$ cat src/rtl/control_sequencer_if.sv
// Decoded-field inputs and control outputs of the 4-bit CPU sequencer.
// master: the sequencer side. slave: the datapath/IR side.
interface control_sequencer_if #(
    parameter int unsigned IMM_W = 4
);
    logic [3:0]       op_code;
    logic [1:0]       reg_sel;
    logic [1:0]       data;
    logic             zero_flag;
    logic             ir_load_en;
    logic             pc_inc;
    logic             pc_load;
    logic [IMM_W-1:0] pc_target;
    logic [1:0]       reg_rsel_a;
    logic [1:0]       reg_rsel_b;
    logic             reg_we;
    logic [1:0]       reg_wsel;
    logic [2:0]       alu_op;
    logic             alu_b_imm;
    logic [IMM_W-1:0] imm;
    logic             halted;
    logic             illegal;

    modport master (
        input  op_code, reg_sel, data, zero_flag,
        output ir_load_en, pc_inc, pc_load, pc_target, reg_rsel_a, reg_rsel_b,
               reg_we, reg_wsel, alu_op, alu_b_imm, imm, halted, illegal
    );

    modport slave (
        output op_code, reg_sel, data, zero_flag,
        input  ir_load_en, pc_inc, pc_load, pc_target, reg_rsel_a, reg_rsel_b,
               reg_we, reg_wsel, alu_op, alu_b_imm, imm, halted, illegal
    );
endinterface

$ cat src/rtl/control_sequencer.sv
// Three-cycle fetch/decode/execute sequencer; HLT is terminal until reset.
// Optional macro CTRL_ILLEGAL_TRAP_EN: opcodes 1100-1110 set sticky illegal and halt.
module control_sequencer #(
    parameter int unsigned IMM_W = 4
) (
    input logic               clk,
    input logic               reset,
    control_sequencer_if.master bus
);
    localparam logic [2:0] StIdle    = 3'd0;
    localparam logic [2:0] StFetch   = 3'd1;
    localparam logic [2:0] StDecode  = 3'd2;
    localparam logic [2:0] StExecute = 3'd3;
    localparam logic [2:0] StHalt    = 3'd4;

    localparam logic [2:0] AluAdd   = 3'b000;
    localparam logic [2:0] AluSub   = 3'b001;
    localparam logic [2:0] AluAnd   = 3'b010;
    localparam logic [2:0] AluOr    = 3'b011;
    localparam logic [2:0] AluXor   = 3'b100;
    localparam logic [2:0] AluNot   = 3'b101;
    localparam logic [2:0] AluPassb = 3'b110;

    logic [2:0] state_q, state_d;
    logic       is_hlt;
    logic       trap;

    assign is_hlt = (bus.op_code == 4'b1111);

`ifdef CTRL_ILLEGAL_TRAP_EN
    logic is_illegal;
    logic illegal_q;

    assign is_illegal = (bus.op_code[3:2] == 2'b11) && !is_hlt;
    assign trap       = is_illegal;

    always_ff @(posedge clk or negedge reset) begin
        if (!reset) begin
            illegal_q <= 1'b0;
        end else if (state_q == StExecute && is_illegal) begin
            illegal_q <= 1'b1;
        end
    end

    assign bus.illegal = illegal_q;
`else
    assign trap        = 1'b0;
    assign bus.illegal = 1'b0;
`endif

    always_ff @(posedge clk or negedge reset) begin
        if (!reset) begin
            state_q <= StIdle;
        end else begin
            state_q <= state_d;
        end
    end

    always_comb begin
        state_d = StIdle;
        case (state_q)
            StIdle:    state_d = StFetch;
            StFetch:   state_d = StDecode;
            StDecode:  state_d = StExecute;
            StExecute: state_d = (is_hlt || trap) ? StHalt : StFetch;
            StHalt:    state_d = StHalt;
            default:   state_d = StIdle;
        endcase
    end

    assign bus.halted = (state_q == StHalt);

    always_comb begin
        bus.ir_load_en = 1'b0;
        bus.pc_inc     = 1'b0;
        bus.pc_load    = 1'b0;
        bus.pc_target  = '0;
        bus.reg_rsel_a = 2'b00;
        bus.reg_rsel_b = 2'b00;
        bus.reg_we     = 1'b0;
        bus.reg_wsel   = 2'b00;
        bus.alu_op     = AluAdd;
        bus.alu_b_imm  = 1'b0;
        bus.imm        = '0;

        case (state_q)
            StFetch: begin
                bus.ir_load_en = 1'b1;
                bus.pc_inc     = 1'b1;
            end
            StDecode: begin
                bus.reg_rsel_a = bus.reg_sel;
                bus.reg_rsel_b = bus.data;
            end
            StExecute: begin
                bus.reg_rsel_a = bus.reg_sel;
                bus.reg_rsel_b = bus.data;
                case (bus.op_code)
                    4'b0001: begin
                        bus.reg_we    = 1'b1;
                        bus.alu_op    = AluPassb;
                        bus.alu_b_imm = 1'b1;
                        bus.imm       = IMM_W'(bus.data);
                    end
                    4'b0010: begin bus.reg_we = 1'b1; bus.alu_op = AluAdd; end
                    4'b0011: begin bus.reg_we = 1'b1; bus.alu_op = AluSub; end
                    4'b0100: begin bus.reg_we = 1'b1; bus.alu_op = AluAnd; end
                    4'b0101: begin bus.reg_we = 1'b1; bus.alu_op = AluOr;  end
                    4'b0110: begin bus.reg_we = 1'b1; bus.alu_op = AluXor; end
                    4'b0111: begin bus.reg_we = 1'b1; bus.alu_op = AluNot; end
                    4'b1000, 4'b1001: begin
                        bus.reg_we    = 1'b1;
                        bus.alu_op    = bus.op_code[0] ? AluSub : AluAdd;
                        bus.alu_b_imm = 1'b1;
                        bus.imm       = IMM_W'(1);
                    end
                    4'b1010: begin
                        bus.pc_load   = 1'b1;
                        bus.pc_target = IMM_W'({bus.reg_sel, bus.data});
                    end
                    4'b1011: begin
                        bus.pc_load   = bus.zero_flag;
                        bus.pc_target = IMM_W'({bus.reg_sel, bus.data});
                    end
                    // NOP, HLT and the illegal range assert nothing here
                    default: ;
                endcase
                if (bus.reg_we) begin
                    bus.reg_wsel = bus.reg_sel;
                end
            end
            default: ;
        endcase
    end
endmodule

$ cat src/flat_wrapper.sv
// flat-port wrapper written by rule: the top's interface ports become plain ports
module control_sequencer_flat 
#(
    parameter int unsigned IMM_W = 4
)
  (clk, reset, bus_op_code, bus_reg_sel, bus_data, bus_zero_flag, bus_ir_load_en, bus_pc_inc, bus_pc_load, bus_pc_target, bus_reg_rsel_a, bus_reg_rsel_b, bus_reg_we, bus_reg_wsel, bus_alu_op, bus_alu_b_imm, bus_imm, bus_halted, bus_illegal);
  control_sequencer_if #(.IMM_W(IMM_W)) bus_i ();
  input logic clk;
  input logic reset;
  input wire logic [$bits(bus_i.op_code)-1:0] bus_op_code;
  input wire logic [$bits(bus_i.reg_sel)-1:0] bus_reg_sel;
  input wire logic [$bits(bus_i.data)-1:0] bus_data;
  input wire logic [$bits(bus_i.zero_flag)-1:0] bus_zero_flag;
  output wire logic [$bits(bus_i.ir_load_en)-1:0] bus_ir_load_en;
  output wire logic [$bits(bus_i.pc_inc)-1:0] bus_pc_inc;
  output wire logic [$bits(bus_i.pc_load)-1:0] bus_pc_load;
  output wire logic [$bits(bus_i.pc_target)-1:0] bus_pc_target;
  output wire logic [$bits(bus_i.reg_rsel_a)-1:0] bus_reg_rsel_a;
  output wire logic [$bits(bus_i.reg_rsel_b)-1:0] bus_reg_rsel_b;
  output wire logic [$bits(bus_i.reg_we)-1:0] bus_reg_we;
  output wire logic [$bits(bus_i.reg_wsel)-1:0] bus_reg_wsel;
  output wire logic [$bits(bus_i.alu_op)-1:0] bus_alu_op;
  output wire logic [$bits(bus_i.alu_b_imm)-1:0] bus_alu_b_imm;
  output wire logic [$bits(bus_i.imm)-1:0] bus_imm;
  output wire logic [$bits(bus_i.halted)-1:0] bus_halted;
  output wire logic [$bits(bus_i.illegal)-1:0] bus_illegal;
  assign bus_i.op_code = bus_op_code;
  assign bus_i.reg_sel = bus_reg_sel;
  assign bus_i.data = bus_data;
  assign bus_i.zero_flag = bus_zero_flag;
  assign bus_ir_load_en = bus_i.ir_load_en;
  assign bus_pc_inc = bus_i.pc_inc;
  assign bus_pc_load = bus_i.pc_load;
  assign bus_pc_target = bus_i.pc_target;
  assign bus_reg_rsel_a = bus_i.reg_rsel_a;
  assign bus_reg_rsel_b = bus_i.reg_rsel_b;
  assign bus_reg_we = bus_i.reg_we;
  assign bus_reg_wsel = bus_i.reg_wsel;
  assign bus_alu_op = bus_i.alu_op;
  assign bus_alu_b_imm = bus_i.alu_b_imm;
  assign bus_imm = bus_i.imm;
  assign bus_halted = bus_i.halted;
  assign bus_illegal = bus_i.illegal;
  control_sequencer #(.IMM_W(IMM_W)) u_core (.clk(clk), .reset(reset), .bus(bus_i));
endmodule
$ cat config.mk
export PLATFORM = sky130hd
export DESIGN_NAME = control_sequencer_flat
export DESIGN_NICKNAME = d
export VERILOG_FILES = /design/src/rtl/control_sequencer_if.sv /design/src/rtl/control_sequencer.sv /design/src/flat_wrapper.sv
export SDC_FILE = /design/constraint.sdc
export NUM_CORES = 1
export LEC_CHECK = 0
export ABC_AREA = 1
export BUFFER_PORTS_ARGS = -buffer_cell sky130_fd_sc_hd__buf_4
export CORE_AREA = 2 2 39 41
export CTS_CLUSTER_DIAMETER = 100
export DETAILED_ROUTE_END_ITERATION = 16
export DIE_AREA = 0 0 41 43
export GPL_ROUTABILITY_DRIVEN = 0
export PLACE_DENSITY = 0.76
export SKIP_LAST_GASP = 1
export SLEW_MARGIN = 30
export SYNTH_ARGS = -nofsm -noshare
export SYNTH_HDL_FRONTEND = slang
export SYNTH_SLANG_ARGS = --single-unit
$ cat constraint.sdc
create_clock -name clk -period 1.7 [get_ports clk]
set_clock_uncertainty 0.15 [all_clocks]
set_input_delay 0.34 -clock clk [delete_from_list [all_inputs] [get_ports clk]]
set_output_delay 0.34 -clock clk [all_outputs]
set_load 0.02 [all_outputs]
==> impl_metrics.tcl <==
set metrics [dict create \
    grt_max_degree 8 \
    p_per_area_nw_per_um2 1280 \
    setup_ws_ns -0.0784 \
    h-tree-depth 1 \
    regArea_um2 77.6 \
    drt_first_pass_iters 4 \
    clk_latency_ns 0.23 \
    regMostFlops "u_core.state_q" \
    fin_tns_setup_ns -0.442 \
    maxCapViolations 0 \
    vias 561 \
    p_leak_nw 0.429 \
    synth.distinct_cells 17 \
    cts_sinks 3 \
    fin_crit_ns 1.78 \
    largest_reg_flops 3 \
    hpwl_um 925 \
    drive_gt1_share_pct 61.1 \
    grt.overflow.total 0 \
    grt_pass1_vias 482 \
    crit_chain "inv_2 -> nand3_4 -> or2_4 -> a21oi_2 -> buf_4" \
    setup_viol 10 \
    post-route-period-util_pct 105 \
    ys_seq_elements 3 \
    fmax_ghz 0.562 \
    cts.reportedPaths.clkPinSlew_ns 0.04 \
    crit_arrival_ns 1.29 \
    rsz0062_at_grt "yes" \
    largestRegisters "u_core.state_q x3" \
    placed_cell_area_um2 636 \
    die_x_um 41 \
    crit_fanout 4 \
    syn_to_final_growth_pct 109 \
    ir_drop_v 0.000490 \
    finalMaxSlewViolations 0 \
    antenna_left 0 \
    utilization_pct 58.1 \
    crit_slowest_cell "dfrtp_1" \
    grtUsageTotal_pct 15.7 \
    cpPeakStageDelay_ns 0.38 \
    path_delay_family "flip-flops" \
    ys_seq_area_share_pct 19.5 \
    hold_path.class "in -> async" \
    final_nets 120 \
    synth_warnings 0 \
    crit_path_end_kind "output port" \
    cts_root_buf "clkbuf_4" \
    critPathLaunchType "flip-flop" \
    wl_per_cell_um 11.4 \
    worst-setup-path-type "reg -> out" \
    placeableCoreArea_um2 1380 \
    io-pin-count 35 \
    cts_buffers 3 \
    fill_cells 143 \
    floorplan.die_area_um2 1760 \
    crit_buf_inv 2 \
    outcome "finished with violations" \
    antenna_found_initial 0 \
    hold_violations 0 \
    first_iter_violations 5 \
    die_h_um 43 \
    n_antenna_cell 0 \
    start_util_pct 27.8 \
    cts_buffer_depth 2 \
    required_ns 1.21 \
    drc 0 \
    routed_wl_um 1410 \
    num_rows 14 \
    synth_area_um2 385 \
    design_area_um2 805 \
    cts_tree "yes" \
    multi_input_area_um2 299 \
    via_per_inst 4.52 \
    violations "setup timing" \
    io_buffers 31 \
    synth_cells 67 \
    avgSynthCellArea_um2 5.75 \
    grt_pass1_wl_um 1970 \
]
[placed cells by master (no fill, tap or decap), types with 3 or more instances in the layout]
| cell type | Yosys | layout |
|---|---|---|
| a21oi_2 | 1 | 4 |
| buf_4 | 4 | 29 |
| a21oi_1 | 6 | 3 |
| clkbuf_4 | 0 | 3 |
| inv_2 | 0 | 5 |
| nor2_2 | 0 | 4 |
| nand3_1 | 5 | 5 |
| inv_1 | 15 | 9 |
| conb_1 | 1 | 3 |
| nor2_1 | 13 | 8 |
| nand2_1 | 8 | 7 |
| buf_6 | 0 | 8 |
[path summary, 6_finish.rpt]
check                      cells after the start  slack, ns                     endpoint                   startpoint
max                                            5      -0.08                  bus_pc_load  u_core.state_q[2]$_DFF_PN0_
min in group clk                               3       0.35  u_core.state_q[2]$_DFF_PN0_               bus_op_code[3]
max in group asynchronous                      2       1.00  u_core.state_q[1]$_DFF_PN0_                        reset
min reg2reg                                    2       0.43  u_core.state_q[0]$_DFF_PN0_  u_core.state_q[2]$_DFF_PN0_
min                                            2       0.30  u_core.state_q[0]$_DFF_PN0_                        reset
max reg2reg                                    2       0.55  u_core.state_q[2]$_DFF_PN0_  u_core.state_q[0]$_DFF_PN0_
[worst register-to-register path, stage by stage (launching register included)]
cell and delay [ns]:
dfrtp_2 0.43, or2_2 0.33, o22ai_1 0.16
[metal layers]
metal / vias up / track usage [%] / share of wire [%]
met5: - / 0 / 0
met4: 0 / 4.00 / 0
met1: 249 / 17.8 / 35
met2: 24 / 28.7 / 57
li1: 288 / - / -
met3: 0 / 1.57 / 7.7
[per-stage QoR]
step                instances  setup slack (ns)  hold WS [ns]  power (mW)
global placement          114            0.0336       -0.0220       0.664
finish                    124           -0.0784         0.301        1.03
global route              124            -0.129         0.314        1.09
detailed placement        114            0.0244       -0.0200       0.670
floorplan                  69          -0.00816        -0.106       0.466
CTS                       123           -0.0577         0.286       0.885
[kinds of logic after synthesis]
group,share of synthesized area [%]
other,0.973
AND/OR/NAND/NOR,42.2
flip-flops,19.5
buffers and inverters,22.4
AO/OA/AOI/OAI,14.9
[area by class of cell]
type / count / area share [%]
clock buffers: 4 / 3.27
inverters: 15 / 7.31
multi-input cells: 47 / 37.2
flip-flops and latches: 3 / 9.64
well taps: 16 / 2.49
repair buffers: 39 / 40.1
[Yosys cell counts]
cell type / instances / area (um^2)
nand2_1: 8 / 30.0
nor3_1: 4 / 20.0
nor2_1: 13 / 48.8
o22ai_1: 1 / 6.26
a21oi_2: 1 / 8.76
nand4_1: 1 / 6.26
or2_4: 1 / 8.76
buf_4: 4 / 30.0
o211ai_1: 1 / 7.51
nand3_4: 1 / 17.5
inv_1: 15 / 56.3
nand3_1: 5 / 25.0
o21ai_0: 1 / 5.00
or2_2: 1 / 6.26
dfrtp_1: 3 / 75.1
a21oi_1: 6 / 30.0
conb_1: 1 / 3.75
[power breakdown]
part | internal, mW | switching (mW)
combinational | 0.344 | 0.416
clock | 0.0878 | 0.0346
sequential | 0.102 | 0.0416
[timing repair]
| item | CTS | global route |
|---|---|---|
| setup endpoints to repair | 19 | 21 |
| setup buffers | 3 | 1 |
| hold buffers | 1 | 0 |
| hold endpoints to repair | 3 | 0 |
| cloned | 1 | 0 |
| pin swaps | 4 | 6 |
| gates resized for setup | 11 | 23 |
No activity file was read; power rests on OpenSTA's default activity.
